## src/rtl/cnt_seq_pkg.sv

```systemverilog
// Shared types and constants for the counter-sequencing arbiter.
// Holds the FSM state encoding and the default terminal counts.
package cnt_seq_pkg;

    typedef enum logic [1:0] {
        IDLE = 2'd0,
        LOAD = 2'd1,
        RUN  = 2'd2,
        FIN  = 2'd3
    } seq_state_e;

    localparam logic [3:0] TERM_UP_DEF = 4'hF;
    localparam logic [3:0] TERM_DN_DEF = 4'h0;

    // Requester index to one-hot grant/done vector.
    function automatic logic [1:0] idx2oh(input logic idx);
        return idx ? 2'b10 : 2'b01;
    endfunction

endpackage

```

## src/rtl/rr_arb2.sv

```systemverilog
// Two-way round-robin arbiter: ptr names the requester favoured on a tie.
// A lone requester wins regardless of ptr; no request gives a zero grant.
module rr_arb2 (
    input  logic [1:0] req,
    input  logic       ptr,
    output logic [1:0] gnt
);

    always_comb begin
        gnt = req;
        if (req == 2'b11)
            gnt = ptr ? 2'b10 : 2'b01;
    end

endmodule

```

## src/rtl/cnt_seq_arb.sv

```systemverilog
// Arbitrates two requesters for a shared loadable up/down counter and
// sequences each granted job through load, count-to-terminal and completion.
module cnt_seq_arb
    import cnt_seq_pkg::*;
#(
    parameter logic [3:0] TERM_UP = TERM_UP_DEF,
    parameter logic [3:0] TERM_DN = TERM_DN_DEF
) (
    input  logic       CLK,
    input  logic       RST,
    input  logic [1:0] REQ,
    input  logic [1:0] DIR,
    input  logic [3:0] LDV0,
    input  logic [3:0] LDV1,
    input  logic [3:0] CNT_Q,
    output logic [3:0] CNT_D,
    output logic       CNT_M,
    output logic       CNT_CE,
    output logic       CNT_LD,
    output logic [1:0] GNT,
    output logic [1:0] DONE,
    output logic       BUSY
);

    seq_state_e state, nxt;
    logic [1:0] arb_gnt;
    logic       ptr;
    logic       win;
    logic       dir_q;
    logic [3:0] ldv_q;
    logic [3:0] term;
    logic       win_req;
    logic       at_term;
    logic       abort;

    rr_arb2 u_arb (
        .req (REQ),
        .ptr (ptr),
        .gnt (arb_gnt)
    );

    assign win_req = REQ[win];
    assign term    = dir_q ? TERM_DN : TERM_UP;
    assign at_term = (CNT_Q == term);
    // Winner withdrawing its request cancels the job before it can finish.
    assign abort   = ((state == LOAD) || (state == RUN)) && !win_req;

    assign CNT_D = ldv_q;
    assign CNT_M = dir_q;

    always_comb begin
        nxt    = state;
        CNT_CE = 1'b0;
        CNT_LD = 1'b0;
        case (state)
            IDLE: begin
                if (|REQ)
                    nxt = LOAD;
            end
            LOAD: begin
                CNT_LD = 1'b1;
                if (abort) begin
                    nxt = IDLE;
                end else begin
                    CNT_CE = 1'b1;
                    nxt    = RUN;
                end
            end
            RUN: begin
                // Enable is gated on CNT_Q directly so the counter parks on terminal.
                if (abort)
                    nxt = IDLE;
                else if (at_term)
                    nxt = FIN;
                else
                    CNT_CE = 1'b1;
            end
            FIN: begin
                nxt = IDLE;
            end
            default: nxt = IDLE;
        endcase
    end

    always_ff @(posedge CLK or posedge RST) begin
        if (RST) begin
            state <= IDLE;
            ptr   <= 1'b0;
            win   <= 1'b0;
            dir_q <= 1'b0;
            ldv_q <= 4'h0;
            GNT   <= 2'b00;
            DONE  <= 2'b00;
            BUSY  <= 1'b0;
        end else begin
            state <= nxt;
            BUSY  <= (nxt != IDLE);
            DONE  <= ((state == RUN) && (nxt == FIN)) ? idx2oh(win) : 2'b00;
            if ((state == IDLE) && (|REQ)) begin
                win   <= arb_gnt[1];
                ldv_q <= arb_gnt[1] ? LDV1 : LDV0;
                dir_q <= DIR[arb_gnt[1]];
                GNT   <= arb_gnt;
            end else if (nxt == IDLE) begin
                GNT <= 2'b00;
            end
            // Completed and aborted jobs both hand priority to the other requester.
            if ((state == FIN) || abort)
                ptr <= ~win;
        end
    end

    a_gnt_onehot0: assert property (@(posedge CLK) disable iff (RST) $onehot0(GNT));
    a_done_excl:   assert property (@(posedge CLK) disable iff (RST) DONE != 2'b11);
    a_ld_single:   assert property (@(posedge CLK) disable iff (RST) CNT_LD |=> !CNT_LD);

endmodule

```

## config.mk

```make
export PLATFORM = sky130hd
export DESIGN_NAME = cnt_seq_arb
export DESIGN_NICKNAME = d
export VERILOG_FILES = /design/src/rtl/cnt_seq_pkg.sv /design/src/rtl/rr_arb2.sv /design/src/rtl/cnt_seq_arb.sv
export SDC_FILE = /design/constraint.sdc
export NUM_CORES = 1
export LEC_CHECK = 0
export ABC_AREA = 1
export CAP_MARGIN = 10
export CORE_AREA = 2 2 49 47
export CTS_CLUSTER_DIAMETER = 30
export DETAILED_ROUTE_END_ITERATION = 10
export DIE_AREA = 0 0 51 49
export GPL_ROUTABILITY_DRIVEN = 0
export PLACE_DENSITY_LB_ADDON = 0.3
export SETUP_SLACK_MARGIN = 0.4
export SYNTH_ARGS = -nofsm -noshare
export SYNTH_HDL_FRONTEND = slang
export SYNTH_SLANG_ARGS = --single-unit
```

## constraint.sdc

```tcl
create_clock -name CLK -period 2.9 [get_ports CLK]
set_input_delay 0.58 -clock CLK [delete_from_list [all_inputs] [get_ports CLK]]
set_output_delay 0.58 -clock CLK [all_outputs]
set_load 0.01 [all_outputs]
```

## Word level (Yosys, flattened, before mapping)

Index checks and enable logic that the tools add are counted.
Widths: inputs -> output; s select.

- Add/subtract/negate cells: 0
- $mul: 0
- Div/mod/pow operators: 0
- Order comparisons: 2
- Equal/unequal tests: 6
- Shift operators: 0
- Muxes and demuxes: 22
- Bitwise logic cells: 1
- Reduce and logical (&&, ||, !) cells: 11

Operator list:

| cell | number |
|---|---|
| $mux 2 | 10 |
| $eq 2x2->1 const B | 4 |
| $mux 1 | 8 |
| $mux 4 | 2 |
| $pmux 2 s4 | 1 |
| $eq 4x4->1 | 1 |
| $logic_not 2->1 | 2 |
| $lt 1x2->1 const B | 2 |
| $reduce_bool 2->1 | 2 |
| $logic_and 1x1->1 | 3 |
| $eq 2x1->1 const B | 1 |
| $logic_or 1x1->1 | 2 |
| $pmux 1 s2 | 1 |
| $reduce_or 2->1 | 1 |
| $logic_not 1->1 | 1 |
| $not 1->1 | 1 |

- Register bits: 14
- Bits in latches: 0
- RAM bits: 0
- Memory bits (read-only): 0
- Input port bits: 18
- Logic and storage cells: 50
- Memories: 0

## Longest topological paths before layout

Gate-level depths: netlist of run 1.

- Depth in word-level cells: 9
- Depth in mapped cells: 11

## Cells and area by module

Synthesis of run 1 repeated with hierarchy kept, for this count alone.

- Cell total of the unflattened synthesis: 103
- Area total of the unflattened synthesis: 827.0 sq um

By module, submodules not included:

| module | times used | cells each | area an instance (sq um) | seq. area each (sq um) |
|---|---|---|---|---|
| cnt_seq_arb | 1 | 98 | 805.8 | 350.3 |
| rr_arb2 | 1 | 5 | 21.3 | 0.0 |

## Worst setup path after synthesis of run 1

No wires, ideal clock.

- Kind: register to output
- Start: reg state[0]
- End: out CNT_CE
- Arrival: 1.241 ns
- Data required time: 2.320 ns
- Slack: 1.079 ns
- Stages on the path, launching flop included: 6
- Path buffers: 0
- Cells stage by stage: dfrtp_1 inv_1 ha_1 nand3_2 nand4_1 a21boi_0

- Word-level cells in the longest chain between the ends: 5
- Elaborated cells between the ends (all ways): 7

Ends and longest elaborated chain:

| item | RTL line | text |
|---|---|---|
| start: declaration | cnt_seq_arb.sv:25 | `seq_state_e state, nxt;` |
| start signal: assignment | cnt_seq_arb.sv:96 | `state <= nxt;` |
| $eq 2x1->1 or $eq 2x2->1 (tied branches) | cnt_seq_arb.sv:46, cnt_seq_arb.sv:55 |  |
| $logic_or 1x1->1 | cnt_seq_arb.sv:46 | `assign abort = ((state == LOAD) \|\| (state == RUN)) && !win_req;` |
| $logic_and 1x1->1 | cnt_seq_arb.sv:46 |  |
| $mux 1 (on tied branches) | cnt_seq_arb.sv:71, cnt_seq_arb.sv:62 |  |
| $pmux 1 s2 (*) | cnt_seq_arb.sv:55 | `case (state)` |
| end: declaration | cnt_seq_arb.sv:18 | `output logic CNT_CE,` |

Mark *: on every way between the ends. The rest lies on a longest branch, timed or not.

## Worst setup path in the final report of run 1

- Start: in REQ[0]
- End: out CNT_CE

- Word-level cells in the longest chain between the ends: 6
- Elaborated cells between the ends (all ways): 7

Ends and longest elaborated chain:

| item | RTL line | text |
|---|---|---|
| start: declaration | cnt_seq_arb.sv:11 | `input logic [1:0] REQ,` |
| $mux 1 (not written as such) (*) (2 in series) | cnt_seq_arb.sv:42 | `assign win_req = REQ[win];` |
| $logic_not 1->1 (*) | cnt_seq_arb.sv:46 |  |
| $logic_and 1x1->1 (*) | cnt_seq_arb.sv:46 |  |
| $mux 1 (on tied branches) | cnt_seq_arb.sv:71, cnt_seq_arb.sv:62 |  |
| $pmux 1 s2 (*) | cnt_seq_arb.sv:55 |  |

Mark *: on every way between the ends. The rest lies on a longest branch, timed or not. The select of a mux whose other input is x is not followed.

==> impl_metrics.yaml, run 1 <==
finish:
  layout.nets: 152
  drive_above_1_share_pct: 10.16
  seq_area_um2: 350.3
  final_area_um2: 1115
  n_fill_cell: 184
  multi_input_area_um2: 352.8
  area_delta_synth_final_pct: 46.79
  final_util_pct: 55.14
  n_antenna_cell: 0
place:
  numPortBuffers: 29
  post-place-ws_ns: 0.1996
  dp_hpwl_um: 1369
  place_area_um2: 1084
global_route:
  grtUsageTotal_pct: 15.50
  grt_overflow: 0
  grt_pass1_wl_um: 2973
  antenna_found_initial: 0
  grt_max_degree: 15
  grt_pass1_vias: 751
setup_path:
  critPathMaxFanout: 4
  path_cells: "clkdlybuf4s50_1, nand2_1, nand3_2, nand4_1, a21boi_0, clkbuf_2"
  worst_setup_path_start_kind: "input pin"
  cp.arrival_ns: 1.71
  required_ns: 2.32
  crit_start: "REQ[0]"
  slowest_delay_ns: 0.52
  reg2reg_depth: 9
  r2r_slack_ns: 1.25
  crit_end: "CNT_CE"
  slowest_stage: "clkdlybuf4s50_1"
  cp-end-kind: "output port"
  r2r_end: "GNT[1]"
  path_class: "input pin to output port"
  r2r_start: "state[0]"
sta:
  setup_tns_ns: 0
  worst_pin_slew_ns: 0.5134
  fin_skew_ns: 0.0008056
  fin_crit_ns: 2.295
  rsz0062_at_grt: "false"
  setup_slack_ns: 0.6052
  setup_violations: 0
  maxSlewViolCount: 0
  fmax_mhz: 435.8
  finalHoldViolations: 0
  fin_crit_sh_pct: 79.13
  relSlewSlack_pct: 65.74
power_and_ir_drop:
  vdd_ir_drop_max_uv: 473.4
  p_per_area_nw_per_um2: 957.7
  total_power_uw: 1068
  p_leak_uw: 0.0005424
routing:
  routed-via-count: 727
  wl_met3_um: 106
  drcViolationCount: 0
  detail_route.wl_per_cell_um: 11.14
  met2_length_um: 868
  detail-route-antenna-nets: 0
  dr.pass1.iters: 4
  wl_met1_um: 751
  post_drt_via_cell_ratio: 4.690
  drt_iter0_markers: 18
  maxUsedRoutingLayer: "met3"
  wirelength_um: 1727
clock_network:
  cts_buffers: 3
  cts_tree: "built"
  htreeDepth: 1
  post_cts_buffers: 0
  cts_root_buf: "clkbuf_4"
  cts_hold_buf: 0
  cts.sinks: 14
  cts_buffer_depth: 2
  clk_pin_slew_ns: 0.08
  clk_latency_ns: 0.28
logic_synthesis:
  synth_compound_area_share_pct: 12.19
  synthTopCellsByCount: "nand2_1 (18), dfrtp_1 (14), inv_1 (13), nor2_1 (13), o21ai_0 (11)"
  yosysTopAreaCellShare_pct: 46.13
  synth_top_family_by_area: "simple AND/OR/NAND/NOR gates"
  synth_area_um2: 759.5
  synth.avg_cell_area_um2: 7.995
  async_reset_ff_share_pct: 100.0
  yosysMostFrequentCell: "nand2_1"
  synth_edf_count: 0
  synth_warnings: 0
  synth-seq-cells: 14
  ys_types: 18
  yosys.area_share.simple_pct: 26.03
  yosys.area_share.adder_pct: 8.237
  syn_inst: 95
  yosysTopAreaCell: "dfrtp_1"
  ys.flop_type: "dfrtp_1"
  postSynthNetCount: 118
  synth_xor_area_share_pct: 0
  yosysSeqAreaShare_pct: 46.13
  yosys-top-cells-area: "dfrtp_1 (46%), nand2_1 (8.9%), ha_1 (8.2%), o21ai_0 (7.2%), inv_1 (6.4%)"
  synthMuxAreaShare_pct: 0
die:
  die_h_um: 49
  core_area_um2: 2022
  start_util_pct: 37.56
  die_w_um: 51
  num_io_pins: 30
  die_area_um2: 2499
  rows: 16
worst_hold_path:
  hp-class: "flip-flop to flip-flop"
outcome:
  outcome: "completed"
run:
  maxCapViolCount: 0
==> power by group <==
part | internal (uW) | leakage [uW] | total [uW] | switching (uW)
clock network | 76.4 | 0.0000210 | 140 | 63.7
registers | 281 | 0.000173 | 333 | 51.9
logic | 267 | 0.000348 | 595 | 328
total | 624 | 0.000542 | 1070 | 444
==> worst min path at each step <==
stage	start	endpoint	slack [ns]	cells past startpoint
2_1_floorplan	win	DONE[0]	0.44	1
3_3_place_gp	win	DONE[0]	0.47	1
3_5_place_dp	win	DONE[0]	0.47	1
4_1_cts	win	DONE[0]	0.48	1
5_1_grt	win	DONE[0]	0.49	1
6_report	win	DONE[0]	0.49	1
==> critical path, delay by kind of cell <==
kind                   cells  cell delay (ns)
AO/OA/AOI/OAI              1             0.16
buffers and inverters      2             0.67
AND/OR/NAND/NOR            3             0.30
==> placed cells by master (no fill, tap or decap) <==
cell,count
a21boi_0,1
a21oi_1,2
a21oi_2,1
clkbuf_2,1
clkbuf_4,3
clkbuf_8,1
clkdlybuf4s50_1,28
dfrtp_1,14
ha_1,5
inv_1,13
inv_2,2
nand2_1,18
nand2_2,2
nand2_4,1
nand3_1,7
nand3_2,1
nand4_1,1
nor2_1,13
nor2_2,1
o21ai_0,11
o21ai_1,1
o22ai_1,1
==> final cells by class <==
class	instances	share of cell area, %
multi-input combinational	66	31.65
sequential	14	31.43
timing repair buffer	29	25.59
inverter	15	5.051
clock buffer	4	3.255
tap	27	3.030
==> repair_timing <==
action / in CTS / in global routing
gates resized for setup: 1 / 3
cloned: 0 / 0
setup endpoints to repair: 1 / 1
==> per-layer routing <==
layer	global-route usage [%]	vias to the layer above
li1	-	368
met1	18.07	332
met2	27.27	27
met3	4.601	0
met4	4.054	0
met5	0	-
==> kinds of logic after synthesis <==
| group | after synthesis |
|---|---|
| buffers and inverters | 15 |
| AO/OA/AOI/OAI | 17 |
| adder cells (fa/ha/maj) | 5 |
| flip-flops | 14 |
| AND/OR/NAND/NOR | 44 |
==> through the flow <==
| stage | hold slack [ns] | instances |
|---|---|---|
| after CTS | 0.4842 | 155 |
| after detailed placement | 0.4708 | 151 |
| final | 0.4850 | 155 |
| after global placement | 0.4678 | 151 |
| after floorplan | 0.4443 | 95 |
| after global routing | 0.4933 | 155 |
==> flip-flops by register name (all words and copies together) (netlist names) <==
name / count
state: 2
DONE: 2
BUSY: 1
ptr: 1
CNT_D: 4
GNT: 2
win: 1
CNT_M: 1
No activity file was read; power rests on OpenSTA's default activity.
==> inputs of run 2 (changes only) <==
- CORE_AREA: 2 2 49 47 -> 2 2 51 48
- DIE_AREA: 0 0 51 49 -> 0 0 53 50
- clock period: 2.9 -> 2 ns (I/O delays scaled with it)
==> impl_metrics.yaml, run 2 (synthesized netlist as in run 1, its figures left out) <==
setup_path:
  cp.arrival_ns: 1.40
  r2r_slack_ns: 0.36
  crit_family: "buffers and inverters"
  path_class: "input pin to output port"
  slowest_stage: "clkdlybuf4s50_1"
  path_cells: "clkdlybuf4s50_1, nand2_2, nand3_4, nand4_1, a21boi_1, buf_2"
  critPathBufInv: 2
  required_ns: 1.60
  cp-end-kind: "output port"
  worst_setup_path_start_kind: "input pin"
  critPathMaxFanout: 3
  slowest_delay_ns: 0.49
routing:
  dr.pass1.iters: 4
  drcViolationCount: 0
  detail_route.wl_per_cell_um: 10.98
  post_drt_via_cell_ratio: 4.538
  drt_iter0_markers: 6
  routed-via-count: 767
  detail-route-antenna-nets: 0
  wirelength_um: 1856
clock_network:
  cts_buffers: 3
  clk_pin_slew_ns: 0.09
  clk_latency_ns: 0.28
  cts_buffer_depth: 2
  cts_tree: "built"
  cts.sinks: 14
  cts_hold_buf: 0
  htreeDepth: 1
  cts_root_buf: "clkbuf_4"
global_route:
  grt_pass1_wl_um: 3139
  antenna_found_initial: 0
  grtUsageTotal_pct: 16.00
  grt_overflow: 0
  grt_pass1_vias: 761
  grt_max_degree: 15
finish:
  mostFrequentLayoutCells: "clkdlybuf4s50_1 (20), nand2_1 (16), dfrtp_1 (14)"
  layout_commonest_cell: "clkdlybuf4s50_1"
  layout.nets: 166
  n_antenna_cell: 0
  largest_reg_flops: 4
  n_fill_cell: 191
  final_area_um2: 1295
  area_delta_synth_final_pct: 70.51
  drive_above_1_share_pct: 26.76
sta:
  setup_tns_ns: 0
  fin_crit_ns: 1.804
  finalHoldViolations: 0
  setup_violations: 0
  maxSlewViolCount: 0
  worst_pin_slew_ns: 0.5058
  fin_skew_ns: 0.005689
  relSlewSlack_pct: 66.24
  rsz0062_at_grt: "true"
  fin_crit_sh_pct: 90.20
  fmax_mhz: 554.3
die:
  die_h_um: 50
  die_w_um: 53
  core_area_um2: 2102
  rows: 16
  num_io_pins: 30
  start_util_pct: 36.13
  die_area_um2: 2650
run:
  maxCapViolCount: 0
place:
  numPortBuffers: 29
  dp_hpwl_um: 1502
  place_area_um2: 1174
power_and_ir_drop:
  p_per_area_nw_per_um2: 1392
  total_power_uw: 1802
  vdd_ir_drop_max_uv: 705.8
  p_leak_uw: 0.0006899
outcome:
  outcome: "completed"
worst_hold_path:
  hp-class: "input pin to asynchronous set/reset pin"
==> run 2: cell types whose count changed in the layout (fill, tap and decap cells not counted), moves of 3 or more <==
cell,previous run,this run
buf_4,0,11
clkdlybuf4s50_1,28,20
ha_1,5,2
dlymetal6s2s_1,0,6
nand3_1,7,4
buf_6,0,3
==> run 2: repair_timing <==
item	in CTS	in global routing
setup endpoints to repair	7	11
resized for setup	20	10
pin swaps	3	3
cloned	0	0
buffers inserted	1	1
==> run 2: worst paths after layout <==
| path | from | end | cells past startpoint |
|---|---|---|---|
| max | REQ[1] | CNT_CE | 6 |
| min | RST | CNT_D[2] | 2 |
| max reg2reg | state[0] | GNT[1] | 11 |
| min reg2reg | CNT_D[0] | CNT_D[0] | 2 |
| max in group asynchronous | RST | CNT_D[0] | 2 |
| min in group CLK | CNT_D[0] | CNT_D[0] | 2 |
==> run 2: metal layers <==
metal	up-vias	share of wire, %	GRT usage, %
met1	343	43	18.98
met3	0	5.3	5.758
li1	401	-	-
met4	0	0	1.282
met5	-	0	0
met2	23	51	28.33
==> run 2: per-stage QoR <==
step	cells	hold WS (ns)	util [%]	setup slack (ns)
after detailed placement	163	0.4809	55.83	-0.2233
after floorplan	95	0.2892	-	0.4378
final	169	0.4462	61.61	0.1961
after global placement	163	0.4801	55.83	-0.1868
after global routing	169	0.5022	61.61	0.09711
after CTS	168	0.4622	59.64	0.1620
==> run 2: where the power goes <==
group,total (uW),internal (uW),switching [uW]
registers,485,407,77.2
logic,1120,554,562
clock network,201,111,90.8
total,1800,1070,730
==> run 2: layout make-up <==
cell class | count | area [um^2] | share of cell area, %
repair buffers | 43 | 410.4 | 31.69
multi-input cells | 66 | 407.9 | 31.50
flip-flops and latches | 14 | 350.3 | 27.05
inverters | 15 | 56.30 | 4.348
clock buffers | 4 | 36.28 | 2.802
well taps | 27 | 33.78 | 2.609
==> run 2: worst reg2reg max path, delay by kind of cell, from the launching register on <==
kind / cells / cell delay (ns)
AND/OR/NAND/NOR: 6 / 0.36
AO/OA/AOI/OAI: 1 / 0.21
adder cells (fa/ha/maj): 1 / 0.28
flip-flops: 1 / 0.38
buffers and inverters: 3 / 0.31
==> inputs of run 3 (changes only) <==
- CORE_AREA: 2 2 51 48 -> 2 2 57 53
- DIE_AREA: 0 0 53 50 -> 0 0 59 55
==> impl_metrics.yaml, run 3 (synthesized netlist as in run 1, its figures left out) <==
outcome:
  outcome: "completed"
finish:
  final_area_um2: 1318
  drive_above_1_share_pct: 26.57
  mostFrequentLayoutCells: "nand2_1 (17), clkdlybuf4s50_1 (17), dfrtp_1 (14)"
  largest_reg_flops: 4
  area_delta_synth_final_pct: 73.48
  n_fill_cell: 268
  layout.nets: 168
  n_antenna_cell: 0
sta:
  worst_pin_slew_ns: 0.5349
  fmax_mhz: 558.4
  setup_tns_ns: 0
  finalHoldViolations: 0
  fin_skew_ns: 0.001877
  setup_slack_ns: 0.2091
  fin_crit_sh_pct: 89.54
  rsz0062_at_grt: "true"
  relSlewSlack_pct: 64.30
  fin_hold_ws_ns: 0.4699
  setup_violations: 0
  fin_crit_ns: 1.791
  maxSlewViolCount: 0
die:
  start_util_pct: 28.58
  die_w_um: 59
  num_io_pins: 30
  die_h_um: 55
  core_area_um2: 2658
  die_area_um2: 3245
  rows: 18
global_route:
  grt_pass1_vias: 774
  grt_pass1_wl_um: 3201
  grt_overflow: 0
  antenna_found_initial: 0
  grtUsageTotal_pct: 13.47
  grt_max_degree: 15
setup_path:
  path_class: "flip-flop to output port"
  r2r_start: "state[1]"
  critPathMaxFanout: 4
  required_ns: 1.60
  crit_start: "state[1]"
  cp.arrival_ns: 1.39
  cp-end-kind: "output port"
  worst_setup_path_start_kind: "flip-flop"
clock_network:
  cts_root_buf: "clkbuf_4"
  cts_buffers: 3
  htreeDepth: 1
  cts_hold_buf: 0
  cts_tree: "built"
  cts.sinks: 14
  cts_buffer_depth: 2
  clk_latency_ns: 0.27
  clk_pin_slew_ns: 0.08
place:
  numPortBuffers: 29
  dp_hpwl_um: 1533
  post-place-ws_ns: -0.2453
  place_area_um2: 1177
power_and_ir_drop:
  p_per_area_nw_per_um2: 1410
  total_power_uw: 1858
  p_leak_uw: 0.0007021
  vdd_ir_drop_max_uv: 464.6
routing:
  detail_route.wl_per_cell_um: 11.84
  dr.pass1.iters: 4
  post_drt_via_cell_ratio: 4.549
  drt_iter0_markers: 9
  drcViolationCount: 0
  detail-route-antenna-nets: 0
  wirelength_um: 2048
  routed-via-count: 787
run:
  maxCapViolCount: 0
worst_hold_path:
  hp-class: "input pin to asynchronous set/reset pin"
==> run 3: cell count changes in the layout (fill, tap and decap cells not counted), sizes merged <==
cell / before / now
dlygate4sd2: 1 / 4
buf: 16 / 18
clkbuf: 4 / 3
clkdlybuf4s50: 20 / 17
==> run 3: worst paths after layout <==
kind / end / slack, ns / cells after the start
min in group CLK: DONE[0] / 0.50 / 1
max in group asynchronous: CNT_D[3] / 1.18 / 2
worst min register to register: DONE[0] / 0.50 / 1
worst min-delay path: DONE[1] / 0.47 / 2
worst max register to register: GNT[0] / 0.46 / 10
worst max-delay path: CNT_CE / 0.21 / 6
==> run 3: where the power goes <==
| group | switching, uW | total [uW] | internal (uW) |
|---|---|---|---|
| clock | 87.0 | 157 | 69.7 |
| combinational | 602 | 1220 | 615 |
| sequential | 75.6 | 483 | 408 |
| total | 765 | 1860 | 1090 |
==> run 3: worst max-delay path: stages, from the launching register on <==
cell	delay, ns
dfrtp_1	0.40
inv_2	0.10
ha_4	0.22
nand3_4	0.07
nand4_1	0.08
a21boi_1	0.11
buf_2	0.14
==> run 3: per-stage QoR <==
stage | cells | utilization [%]
2_1_floorplan | 95 | -
3_3_place_gp | 166 | 44.30
3_5_place_dp | 166 | 44.30
4_1_cts | 171 | 46.14
5_1_grt | 173 | 49.58
6_report | 173 | 49.58
==> run 3: area by class of cell <==
type                            count  area [um^2]  area share (%)
Clock buffer                        3        22.52           1.709
Inverter                           15        56.30           4.274
Multi-Input combinational cell     66        419.2           31.81
Sequential cell                    14        350.3           26.59
Tap cell                           30        37.54           2.849
Timing Repair Buffer               45        431.7           32.76
==> run 3: repair_timing <==
action	in CTS	in global routing
pin swaps	5	4
endpoints found under the setup margin	3	12
setup buffers	2	2
resized for setup	18	19
==> run 3: routing by layer <==
| metal | global-route usage (%) | vias to the layer above | share of wire, % |
|---|---|---|---|
| met5 | 0 | - | 0 |
| met3 | 4.651 | 0 | 6.7 |
| met1 | 14.57 | 362 | 44 |
| li1 | - | 400 | - |
| met2 | 25.93 | 25 | 50 |
| met4 | 2.273 | 0 | 0 |
